<file path="config.mk">
export PLATFORM = sky130hd
export DESIGN_NAME = pipeline_run_controller_flat
export DESIGN_NICKNAME = d
export VERILOG_FILES = /design/src/rtl/pipe_ctrl_pkg.sv /design/src/rtl/pipeline_run_controller_if.sv /design/src/rtl/sat_cycle_counter.sv /design/src/rtl/pipeline_run_controller.sv /design/src/flat_wrapper.sv
export SDC_FILE = /design/constraint.sdc
export NUM_CORES = 1
export LEC_CHECK = 0
export CAP_MARGIN = 20
export CORE_ASPECT_RATIO = 1.25
export CORE_UTILIZATION = 30
export DETAILED_ROUTE_END_ITERATION = 8
export PLACE_DENSITY = 0.61
export SLEW_MARGIN = 20
export SYNTH_ARGS = -nofsm -noshare
export SYNTH_HDL_FRONTEND = slang
export SYNTH_SLANG_ARGS = --single-unit
</file>
<file path="constraint.sdc">
create_clock -name i_clock -period 3.3 [get_ports i_clock]
set_clock_uncertainty 0.15 [all_clocks]
set_input_delay 0.495 -clock i_clock [delete_from_list [all_inputs] [get_ports i_clock]]
set_output_delay 0.495 -clock i_clock [all_outputs]
set_load 0.01 [all_outputs]
</file>
<file path="src/rtl/pipe_ctrl_pkg.sv">
// pipe_ctrl_pkg
//   Shared definitions for the pipeline run controller and the UART debug
//   unit: FSM state encodings, the HALT opcode and command priorities.
//   resolve_cmd() picks the winning command when several pulse at once.
package pipe_ctrl_pkg;

    localparam logic [2:0] ST_IDLE   = 3'd0;
    localparam logic [2:0] ST_RUN    = 3'd1;
    localparam logic [2:0] ST_STEP   = 3'd2;
    localparam logic [2:0] ST_DRAIN  = 3'd3;
    localparam logic [2:0] ST_HALTED = 3'd4;

    localparam logic [5:0] HALT_OPCODE_DEF = 6'h3f;

    // Higher number wins.
    localparam int CMD_PRIO_STEP  = 0;
    localparam int CMD_PRIO_RUN   = 1;
    localparam int CMD_PRIO_STOP  = 2;
    localparam int CMD_PRIO_CLEAR = 3;

    // Each command's encoding is its priority + 1, so NONE is zero.
    typedef enum logic [2:0] {
        CMD_NONE  = 3'd0,
        CMD_STEP  = 3'd1,
        CMD_RUN   = 3'd2,
        CMD_STOP  = 3'd3,
        CMD_CLEAR = 3'd4
    } cmd_e;

    function automatic cmd_e resolve_cmd(input logic clr, input logic stop,
                                         input logic run, input logic step);
        logic [3:0] req;
        req                 = '0;
        req[CMD_PRIO_CLEAR] = clr;
        req[CMD_PRIO_STOP]  = stop;
        req[CMD_PRIO_RUN]   = run;
        req[CMD_PRIO_STEP]  = step;
        resolve_cmd = CMD_NONE;
        for (int p = 0; p < 4; p++)
            if (req[p]) resolve_cmd = cmd_e'(3'(p + 1));
    endfunction

endpackage

</file>
<file path="src/rtl/pipeline_run_controller_if.sv">
// pipeline_run_controller_if
//   Debug-side bus of the run controller.
//   master: debug unit / pipeline side (drives commands and hazard inputs)
//   slave : run controller (drives enables, flush, status, cycle count)
interface pipeline_run_controller_if #(
    parameter int NB_OPCODE = 6,
    parameter int NB_CYCLE  = 32
);
    logic                 i_cmd_run;
    logic                 i_cmd_step;
    logic                 i_cmd_stop;
    logic                 i_cmd_clear;
    logic [NB_OPCODE-1:0] i_if_opcode;
    logic                 i_branch_taken;
    logic                 i_load_stall;
    logic                 o_pipe_enable;
    logic                 o_pc_enable;
    logic                 o_flush;
    logic                 o_halted;
    logic                 o_step_done;
    logic [2:0]           o_state;
    logic [NB_CYCLE-1:0]  o_cycle_count;

    modport master (
        output i_cmd_run, i_cmd_step, i_cmd_stop, i_cmd_clear,
        output i_if_opcode, i_branch_taken, i_load_stall,
        input  o_pipe_enable, o_pc_enable, o_flush, o_halted,
        input  o_step_done, o_state, o_cycle_count
    );

    modport slave (
        input  i_cmd_run, i_cmd_step, i_cmd_stop, i_cmd_clear,
        input  i_if_opcode, i_branch_taken, i_load_stall,
        output o_pipe_enable, o_pc_enable, o_flush, o_halted,
        output o_step_done, o_state, o_cycle_count
    );
endinterface

</file>
<file path="src/rtl/sat_cycle_counter.sv">
// sat_cycle_counter
//   NB_CYCLE-bit up counter that sticks at all-ones. Clear beats increment.
//   i_clock, i_reset (async, active low), i_inc, i_clear -> o_count
module sat_cycle_counter #(
    parameter int NB_CYCLE = 32
) (
    input  logic                i_clock,
    input  logic                i_reset,
    input  logic                i_inc,
    input  logic                i_clear,
    output logic [NB_CYCLE-1:0] o_count
);
    logic [NB_CYCLE-1:0] r_count;

    always_ff @(posedge i_clock or negedge i_reset) begin
        if (!i_reset)
            r_count <= '0;
        else if (i_clear)
            r_count <= '0;
        else if (i_inc && (r_count != '1))
            r_count <= r_count + NB_CYCLE'(1);
    end

    assign o_count = r_count;
endmodule

</file>
<file path="src/rtl/pipeline_run_controller.sv">
// pipeline_run_controller
//   Sequences the 5-stage MIPS pipeline for the debug flow: run / step /
//   stop / clear commands, HALT detection at IF/ID, drain of the
//   instructions behind HALT, then park in HALTED.
//   Ports: i_clock, i_reset (async, active low), bus (slave modport:
//   commands, IF/ID opcode, branch/stall in; pipe/pc enable, flush,
//   halted, step_done, state, cycle count out).
//   Optional: PIPE_CTRL_BREAKPOINT_EN adds i_bp_valid, i_bp_addr, i_if_pc;
//   a PC match in RUN suppresses that cycle and drops back to IDLE.
module pipeline_run_controller
    import pipe_ctrl_pkg::*;
#(
    parameter int                   NB_OPCODE    = 6,
    parameter logic [NB_OPCODE-1:0] HALT_OPCODE  = HALT_OPCODE_DEF,
    parameter int                   DRAIN_CYCLES = 4,
    parameter int                   NB_CYCLE     = 32,
    parameter int                   NB_PC        = 32
) (
    input  logic             i_clock,
    input  logic             i_reset,
`ifdef PIPE_CTRL_BREAKPOINT_EN
    input  logic             i_bp_valid,
    input  logic [NB_PC-1:0] i_bp_addr,
    input  logic [NB_PC-1:0] i_if_pc,
`endif
    pipeline_run_controller_if.slave bus
);
    localparam int                NB_DRAIN   = $clog2(DRAIN_CYCLES + 1);
    localparam logic [NB_DRAIN-1:0] DRAIN_LOAD = NB_DRAIN'(DRAIN_CYCLES - 1);

    logic [2:0]          r_state, w_next_state;
    logic                r_halt_seen, w_halt_seen_nxt;
    logic [NB_DRAIN-1:0] r_drain_cnt, w_drain_cnt_nxt;
    logic                r_step_done;
    cmd_e                w_cmd;
    logic                w_pipe_en, w_hit_halt, w_bp_hit, w_clear;
    logic [NB_CYCLE-1:0] w_cycle_count;

    assign w_cmd   = resolve_cmd(bus.i_cmd_clear, bus.i_cmd_stop,
                                 bus.i_cmd_run, bus.i_cmd_step);
    assign w_clear = (w_cmd == CMD_CLEAR);

`ifdef PIPE_CTRL_BREAKPOINT_EN
    // Set on the first RUN cycle after a run command so a resume from a
    // breakpoint can execute the instruction sitting at that address.
    logic r_bp_skip;
    assign w_bp_hit = (r_state == ST_RUN) && i_bp_valid &&
                      (i_if_pc == i_bp_addr) && !r_bp_skip;

    always_ff @(posedge i_clock or negedge i_reset) begin
        if (!i_reset) r_bp_skip <= 1'b0;
        else          r_bp_skip <= (r_state == ST_IDLE) && (w_next_state == ST_RUN);
    end
`else
    // NB_PC only sizes the breakpoint ports.
    logic [NB_PC-1:0] w_unused_pc;
    assign w_unused_pc = '0;
    assign w_bp_hit    = 1'b0;
`endif

    assign w_pipe_en  = ((r_state == ST_RUN) || (r_state == ST_DRAIN) ||
                         (r_state == ST_STEP)) && !w_bp_hit;
    assign w_hit_halt = w_pipe_en && (bus.i_if_opcode == HALT_OPCODE);

    always_comb begin
        w_next_state    = r_state;
        w_halt_seen_nxt = r_halt_seen;
        w_drain_cnt_nxt = r_drain_cnt;
        // HALT is armed once; the PC then holds it at IF/ID, so hit_halt
        // stays true and must not reload the drain count.
        if (w_hit_halt && !r_halt_seen &&
            ((r_state == ST_RUN) || (r_state == ST_STEP))) begin
            w_halt_seen_nxt = 1'b1;
            w_drain_cnt_nxt = DRAIN_LOAD;
        end
        case (r_state)
            ST_IDLE: begin
                if (w_cmd == CMD_RUN)
                    w_next_state = r_halt_seen ? ST_DRAIN : ST_RUN;
                else if (w_cmd == CMD_STEP)
                    w_next_state = ST_STEP;
            end
            ST_RUN: begin
                if ((w_cmd == CMD_STOP) || w_bp_hit) w_next_state = ST_IDLE;
                else if (w_hit_halt)                 w_next_state = ST_DRAIN;
            end
            ST_DRAIN: begin
                if (w_cmd == CMD_STOP) begin
                    w_next_state = ST_IDLE;
                end else if (r_drain_cnt <= NB_DRAIN'(1)) begin
                    w_next_state    = ST_HALTED;
                    w_drain_cnt_nxt = '0;
                end else begin
                    w_drain_cnt_nxt = r_drain_cnt - NB_DRAIN'(1);
                end
            end
            ST_STEP: begin
                w_next_state = ST_IDLE;
                // Stepping through the drain: the last drain step parks.
                if (r_halt_seen) begin
                    if (r_drain_cnt <= NB_DRAIN'(1)) begin
                        w_next_state    = ST_HALTED;
                        w_drain_cnt_nxt = '0;
                    end else begin
                        w_drain_cnt_nxt = r_drain_cnt - NB_DRAIN'(1);
                    end
                end
            end
            ST_HALTED: ;
            default: w_next_state = ST_IDLE;
        endcase
        if (w_clear) begin
            w_next_state    = ST_IDLE;
            w_halt_seen_nxt = 1'b0;
            w_drain_cnt_nxt = '0;
        end
    end

    always_ff @(posedge i_clock or negedge i_reset) begin
        if (!i_reset) begin
            r_state     <= ST_IDLE;
            r_halt_seen <= 1'b0;
            r_drain_cnt <= '0;
            r_step_done <= 1'b0;
        end else begin
            r_state     <= w_next_state;
            r_halt_seen <= w_halt_seen_nxt;
            r_drain_cnt <= w_drain_cnt_nxt;
            r_step_done <= (r_state == ST_STEP);
        end
    end

    sat_cycle_counter #(.NB_CYCLE(NB_CYCLE)) u_cycle_cnt (
        .i_clock (i_clock),
        .i_reset (i_reset),
        .i_inc   (w_pipe_en),
        .i_clear (w_clear),
        .o_count (w_cycle_count)
    );

    assign bus.o_pipe_enable = w_pipe_en;
    assign bus.o_pc_enable   = w_pipe_en && !bus.i_load_stall && !r_halt_seen && !w_hit_halt;
    assign bus.o_flush       = w_pipe_en && bus.i_branch_taken;
    assign bus.o_halted      = (r_state == ST_HALTED);
    assign bus.o_step_done   = r_step_done;
    assign bus.o_state       = r_state;
    assign bus.o_cycle_count = w_cycle_count;
endmodule

</file>
<file path="src/flat_wrapper.sv">
// flat-port wrapper written by rule: the top's interface ports become plain ports
module pipeline_run_controller_flat import pipe_ctrl_pkg::*;
#(
    parameter int                   NB_OPCODE    = 6,
    parameter logic [NB_OPCODE-1:0] HALT_OPCODE  = HALT_OPCODE_DEF,
    parameter int                   DRAIN_CYCLES = 4,
    parameter int                   NB_CYCLE     = 32,
    parameter int                   NB_PC        = 32
)
  (i_clock, i_reset, bus_i_cmd_run, bus_i_cmd_step, bus_i_cmd_stop, bus_i_cmd_clear, bus_i_if_opcode, bus_i_branch_taken, bus_i_load_stall, bus_o_pipe_enable, bus_o_pc_enable, bus_o_flush, bus_o_halted, bus_o_step_done, bus_o_state, bus_o_cycle_count);
  pipeline_run_controller_if #(.NB_OPCODE(NB_OPCODE), .NB_CYCLE(NB_CYCLE)) bus_i ();
  input  logic i_clock;
  input  logic i_reset;
  input wire logic [$bits(bus_i.i_cmd_run)-1:0] bus_i_cmd_run;
  input wire logic [$bits(bus_i.i_cmd_step)-1:0] bus_i_cmd_step;
  input wire logic [$bits(bus_i.i_cmd_stop)-1:0] bus_i_cmd_stop;
  input wire logic [$bits(bus_i.i_cmd_clear)-1:0] bus_i_cmd_clear;
  input wire logic [$bits(bus_i.i_if_opcode)-1:0] bus_i_if_opcode;
  input wire logic [$bits(bus_i.i_branch_taken)-1:0] bus_i_branch_taken;
  input wire logic [$bits(bus_i.i_load_stall)-1:0] bus_i_load_stall;
  output wire logic [$bits(bus_i.o_pipe_enable)-1:0] bus_o_pipe_enable;
  output wire logic [$bits(bus_i.o_pc_enable)-1:0] bus_o_pc_enable;
  output wire logic [$bits(bus_i.o_flush)-1:0] bus_o_flush;
  output wire logic [$bits(bus_i.o_halted)-1:0] bus_o_halted;
  output wire logic [$bits(bus_i.o_step_done)-1:0] bus_o_step_done;
  output wire logic [$bits(bus_i.o_state)-1:0] bus_o_state;
  output wire logic [$bits(bus_i.o_cycle_count)-1:0] bus_o_cycle_count;
  assign bus_i.i_cmd_run = bus_i_cmd_run;
  assign bus_i.i_cmd_step = bus_i_cmd_step;
  assign bus_i.i_cmd_stop = bus_i_cmd_stop;
  assign bus_i.i_cmd_clear = bus_i_cmd_clear;
  assign bus_i.i_if_opcode = bus_i_if_opcode;
  assign bus_i.i_branch_taken = bus_i_branch_taken;
  assign bus_i.i_load_stall = bus_i_load_stall;
  assign bus_o_pipe_enable = bus_i.o_pipe_enable;
  assign bus_o_pc_enable = bus_i.o_pc_enable;
  assign bus_o_flush = bus_i.o_flush;
  assign bus_o_halted = bus_i.o_halted;
  assign bus_o_step_done = bus_i.o_step_done;
  assign bus_o_state = bus_i.o_state;
  assign bus_o_cycle_count = bus_i.o_cycle_count;
  pipeline_run_controller #(.NB_OPCODE(NB_OPCODE), .HALT_OPCODE(HALT_OPCODE), .DRAIN_CYCLES(DRAIN_CYCLES), .NB_CYCLE(NB_CYCLE), .NB_PC(NB_PC)) u_core (.i_clock(i_clock), .i_reset(i_reset), .bus(bus_i));
endmodule
</file>
==> results.json <==
{
  "run_status": "finished, final reports clean",
  "critical_path.endpoint_type": "primary output",
  "drive_above_1_share_pct": 9.65,
  "worst_setup_hold_path_clk_slew_ns": 0.09,
  "first_pass_drt_iterations": 4,
  "maximum_number_of_pins_on_one_net_before_global_route_repair": 41,
  "netlist_top_cells_area": "dfrtp_1 (43%), a21oi_1 (4.7%), nor2_1 (4.5%)",
  "grt_overflow_total": 0,
  "vias_in_the_first_global_route": 1996,
  "post_synth.cell_area_avg_um2": 9.09,
  "ctsHoldBuffers": 0,
  "clock_tree_buf_depth": 2,
  "sw_frac_of_total_pct": 23.4,
  "drt_first_iter_violations": 97,
  "total_design_power_uw": 975,
  "floorplan.die.height_um": 100,
  "grtUsageTotal_pct": 15.1,
  "post-cts-setup-buffers": 0,
  "final_max_slew_viol_count": 0,
  "tritoncts.num_buffers": 5,
  "pwr-share-seq_pct": 51.0,
  "cts_htree_levels": 2,
  "syn_nets": 273,
  "design.final.nets": 327,
  "synth_async_sr_flop_share_pct": 100,
  "core_mm2": 0.00744,
  "initial_utilization_pct": 31.3,
  "cell_internal_pwr_uw": 747,
  "syn2layout_area_growth_pct": 31.7,
  "hold_viol_final": 0,
  "remaining_antenna_violation_count_after_routing": 0,
  "worstSetupStartpointType": "primary input",
  "fmax_mhz": 368,
  "synth_seq_area_share_pct": 43.0,
  "yosysWarnings": 0,
  "hpwl_um": 4150,
  "cts_tree": "done",
  "antenna_cells": 0,
  "totalWireLength_um": 5900,
  "finalCriticalPeriod_ns": 2.72,
  "worst_ep_required_time_ns": 2.65,
  "drt-wirelength-per-cell_um": 14.6,
  "setup_ws_ns": 0.580,
  "worstSkewPairLatency_ns": 0.30,
  "fin_worst_hold_slack_ns": 0.170,
  "dpl_worst_slack_ns": 0.572,
  "io-pin-count": 54,
  "synth_cell_type_count": 52,
  "finalSetupTns_ns": 0,
  "ys_ff_latch": 40,
  "setup.worst_path.class": "in -> out",
  "reg2reg_depth": 6,
  "cts.sink_count": 40,
  "synth_enable_flop_cells": 0,
  "power_per_cell_area_mw_per_mm2": 318,
  "netlist.area_leader.share_pct": 43.0,
  "num_vias": 2197,
  "power.share.clock_pct": 42.1,
  "syn-cell-area_mm2": 0.00233,
  "power.static_leakage_nw": 1.13,
  "worst_pin_slew_ns": 0.916,
  "postSynth.topFlopCell": "dfrtp_1",
  "design_area_mm2": 0.00307,
  "antenna_violations_before_repair": 0,
  "syn_inst": 256,
  "period_utilization_pct": 82.4,
  "post-synth-top-area-cell": "dfrtp_1",
  "critical_path_peak_fanout": 3,
  "post_cts.resized_instances": 0,
  "worst-r2r-setup-slack_ns": 0.69,
  "reg2reg_to": "u_core.u_cycle_cnt.o_count[18]",
  "irDropWorstVdd_mv": 0.189,
  "worst-endpoint-arrival_ns": 2.08,
  "die_width_um": 80.8,
  "routabilityCongestion": 0.792,
  "reg_to_reg_critical_path_startpoint": "u_core.u_cycle_cnt.o_count[0]",
  "via_per_inst": 5.45,
  "cts_root_buffer": "clkbuf_8",
  "placementRows": 35,
  "comb_power_share_pct": 6.9,
  "setup-violations-final": 0,
  "floorplan_die_area_mm2": 0.00812,
  "grt_pass1_wl_um": 9530,
  "port_buffers": 53,
  "p_switching_uw": 228,
  "postPlaceCellArea_mm2": 0.00295,
  "timing.max_slew.rel_slack_pct": 39.0,
  "cap_violations": 0,
  "hold_removal_path_class": "in -> async",
  "rsz0062_at_grt": "no",
  "route.detailed.drc": 0
}
-- critical path: stages --
cell,delay (ns)
clkdlybuf4s50_1,0.45
nand2_1,0.06
or3_1,0.42
nor4b_1,0.17
clkdlybuf4s50_1,0.48
-- power by group through the flow --
stage | logic [mW] | clock network, mW | registers (mW)
floorplan | 0.0279 | 0 | 0.506
global placement | 0.0675 | 0 | 0.507
detailed placement | 0.0682 | 0 | 0.507
CTS | 0.0685 | 0.423 | 0.497
global route | 0.0746 | 0.440 | 0.498
finish | 0.0669 | 0.410 | 0.497
-- registers in the layout (all words and copies together), names as in the netlist --
| name | count |
|---|---|
| u_core.bus.o_step_done | 1 |
| u_core.u_cycle_cnt.o_count | 32 |
| u_core.bus.o_state | 3 |
| u_core.r_drain_cnt | 3 |
| u_core.r_halt_seen | 1 |
-- stage by stage --
| step | instances | utilization [%] |
|---|---|---|
| floorplan | 256 | - |
| global placement | 395 | 39.7 |
| detailed placement | 395 | 39.7 |
| CTS | 403 | 41.2 |
| global route | 403 | 41.2 |
| finish | 403 | 41.2 |
-- kinds of logic after synthesis --
group                    share of synthesized area [%]
AND/OR/NAND/NOR                                   28.6
AO/OA/AOI/OAI                                     17.7
flip-flops                                        43.0
buffers and inverters                             3.33
XOR/XNOR                                          3.76
multiplexers                                      1.94
adder cells (fa/ha/maj)                           1.61
-- cell usage after synthesis (2+ instances only) --
library cell and instances:
dfrtp_1 40, nor2_1 28, a21oi_1 22, nand2_1 14, o21ai_0 13, nand4_1 12
or3_1 11, inv_1 9, nor3_1 9, nand3_1 8, xnor2_1 8, a211oi_1 6
clkbuf_1 6, nor4_1 6, mux2_2 4, a2111oi_0 3, ha_1 3, nor2b_1 3
nor4b_1 3, o31ai_1 3, or2_2 3, or4_1 3, and2_1 2, and3_1 2
buf_2 2, nand2b_1 2, nand3b_1 2, nand4bb_1 2, o211a_1 2, o41ai_1 2
xor2_1 2
-- routing by layer --
metal  global-route usage [%]  wire [µm]
met5                        0          0
met4                     4.53         55
met1                     19.1       2680
met3                     3.08        231
met2                     25.7       2930
-- layout by cell type (no fill, tap or decap), types with 9 or more instances in the layout --
| master | synthesis | final |
|---|---|---|
| a21oi_1 | 22 | 22 |
| clkdlybuf4s50_1 | 0 | 52 |
| dfrtp_1 | 40 | 40 |
| inv_1 | 9 | 9 |
| nand2_1 | 14 | 14 |
| nand4_1 | 12 | 12 |
| nor2_1 | 28 | 28 |
| nor3_1 | 9 | 9 |
| o21ai_0 | 13 | 13 |
| or3_1 | 11 | 11 |
-- how the worst max path moves through the flow --
stage                                              from                             end  slack (ns)  cells past startpoint
after floorplan           u_core.u_cycle_cnt.o_count[0]  u_core.u_cycle_cnt.o_count[20]        0.95                      7
after global placement               bus_i_if_opcode[1]                 bus_o_pc_enable        0.58                      5
after global routing                 bus_i_if_opcode[1]                 bus_o_pc_enable        0.50                      5
after detailed placement             bus_i_if_opcode[1]           u_core.r_drain_cnt[2]        0.57                      6
after CTS                            bus_i_if_opcode[1]                 bus_o_pc_enable        0.58                      5
final                                bus_i_if_opcode[1]                 bus_o_pc_enable        0.58                      5
-- layout make-up --
cell class,instances,area [µm²]
Inverter,9,33.8
Clock inverter,3,42.5
Tap cell,92,115
Timing Repair Buffer,57,556
Fill cell,770,4380
Clock buffer,5,68.8
Sequential cell,40,1000
Multi-Input combinational cell,197,1250
Power figures use the tool's default switching activity.
==> RTL edit (same flow settings) <==
`NB_OPCODE` is set to 6 in 3 places; all go to 7.
--- a/src/rtl/pipeline_run_controller_if.sv
+++ b/src/rtl/pipeline_run_controller_if.sv
@@ -5,3 +5,3 @@
 interface pipeline_run_controller_if #(
-    parameter int NB_OPCODE = 6,
+    parameter int NB_OPCODE = 7,
     parameter int NB_CYCLE  = 32
--- a/src/rtl/pipeline_run_controller.sv
+++ b/src/rtl/pipeline_run_controller.sv
@@ -12,3 +12,3 @@
 #(
-    parameter int                   NB_OPCODE    = 6,
+    parameter int                   NB_OPCODE    = 7,
     parameter logic [NB_OPCODE-1:0] HALT_OPCODE  = HALT_OPCODE_DEF,
--- a/src/flat_wrapper.sv
+++ b/src/flat_wrapper.sv
@@ -3,3 +3,3 @@
 #(
-    parameter int                   NB_OPCODE    = 6,
+    parameter int                   NB_OPCODE    = 7,
     parameter logic [NB_OPCODE-1:0] HALT_OPCODE  = HALT_OPCODE_DEF,
Ports: changed (resized bus_i_if_opcode); port bits go from 54 to 55. The function was not compared with the original's and may differ.
==> RTL edit against the original RTL <==
  * Count of clock-buffer cells in the layout increased by 2
  * Cell area increased by 3.7%
  * Power decreased by 1.2%
  * Worst setup slack improved by 0.072 ns
  * Synthesized area increased by 5.4%
  * Cell count increased by 4.2%
  * Routed wire length is 4.8% higher
  * Sequential power rose by 2%
  * Critical path type is now register to register
  * Highest routed layer unchanged
  * Combinational power up 73%
  * Sequential cell count did not move
  * Clock power is 17% lower
  * Via count grew 4.4%
  * Non-clock buffer count grew 2
  * Critical endpoint is now u_core.u_cycle_cnt.o_count[31]
==> RTL edit: results <==
[run_status]
run_status = "finished, final reports clean"

[worst_setup_path]
ff2ff_path_depth = 5
cp_top_family = "simple AND/OR/NAND/NOR gates"
crit_slowest_cell = "or4_1"
crit_fanout = 8
crit_arrival_ns = 2.68

[routing]
met1Wirelength_um = 2630
wl_met2_um = 3150
num_vias = 2294
first_iter_violations = 73
met3WireLength_um = 314

[layout]
final-clk-cell-share_pct = 2.95
final_cell_area_mm2 = 0.00318
seq_share_pct = 31.5
clockBufferCount = 7
fill_cells = 805
buf_share_pct = 18.0

[global_route]
grtUsageMet2_pct = 26.8
track_usage_pct = 14.4
met3_usage_pct = 2.80

[yosys]
yosys-top-cells-area = "dfrtp_1 41%, a21oi_1 4.1%, nor2_1 4.0%, mux2_2 3.7%, or4_1 3.4%"
synth_nets = 288
seq_area_frac_synth_pct = 40.8
synth_adder_area_share_pct = 1.53
synth-xor-area-share_pct = 1.43
synth_commonest_cells = "40 x dfrtp_1, 26 x nor2_1, 20 x a21oi_1, 14 x nand2_1, 14 x nand3_1"
synth_mux_area_share_pct = 4.49
syn_area_per_cell_um2 = 9.08

[placed_design]
place_area_mm2 = 0.00308
dpl.hpwl_um = 4420
post-place-cells = 412

[timing]
fin_crit_ns = 2.65
worstMarginPinSlew_ns = 0.918

[power_and_ir_drop]
power.density_mw_per_mm2 = 303
p_leak_uw = 0.00118
==> RTL edit: changes by cell type after synthesis, sizes merged, moves of 4 or more <==
cell | before | now
or4 | 3 | 11
nor2b | 3 | 7
and4 | 1 | 8
nand4 | 13 | 9
o31ai | 3 | 10
xnor2 | 8 | 3
nand3 | 9 | 14
mux2 | 4 | 8
==> RTL edit: worst min path at each step <==
stage | cells after the start | slack (ns) | start | end
after global routing | 1 | 0.27 | i_reset | u_core.u_cycle_cnt.o_count[7]
final | 1 | 0.18 | i_reset | u_core.u_cycle_cnt.o_count[8]
after CTS | 1 | 0.21 | i_reset | u_core.u_cycle_cnt.o_count[7]
after global placement | 2 | 0.41 | u_core.u_cycle_cnt.o_count[11] | u_core.u_cycle_cnt.o_count[11]
after floorplan | 0 | 0.05 | i_reset | u_core.bus.o_state[0]
after detailed placement | 2 | 0.41 | u_core.u_cycle_cnt.o_count[11] | u_core.u_cycle_cnt.o_count[11]
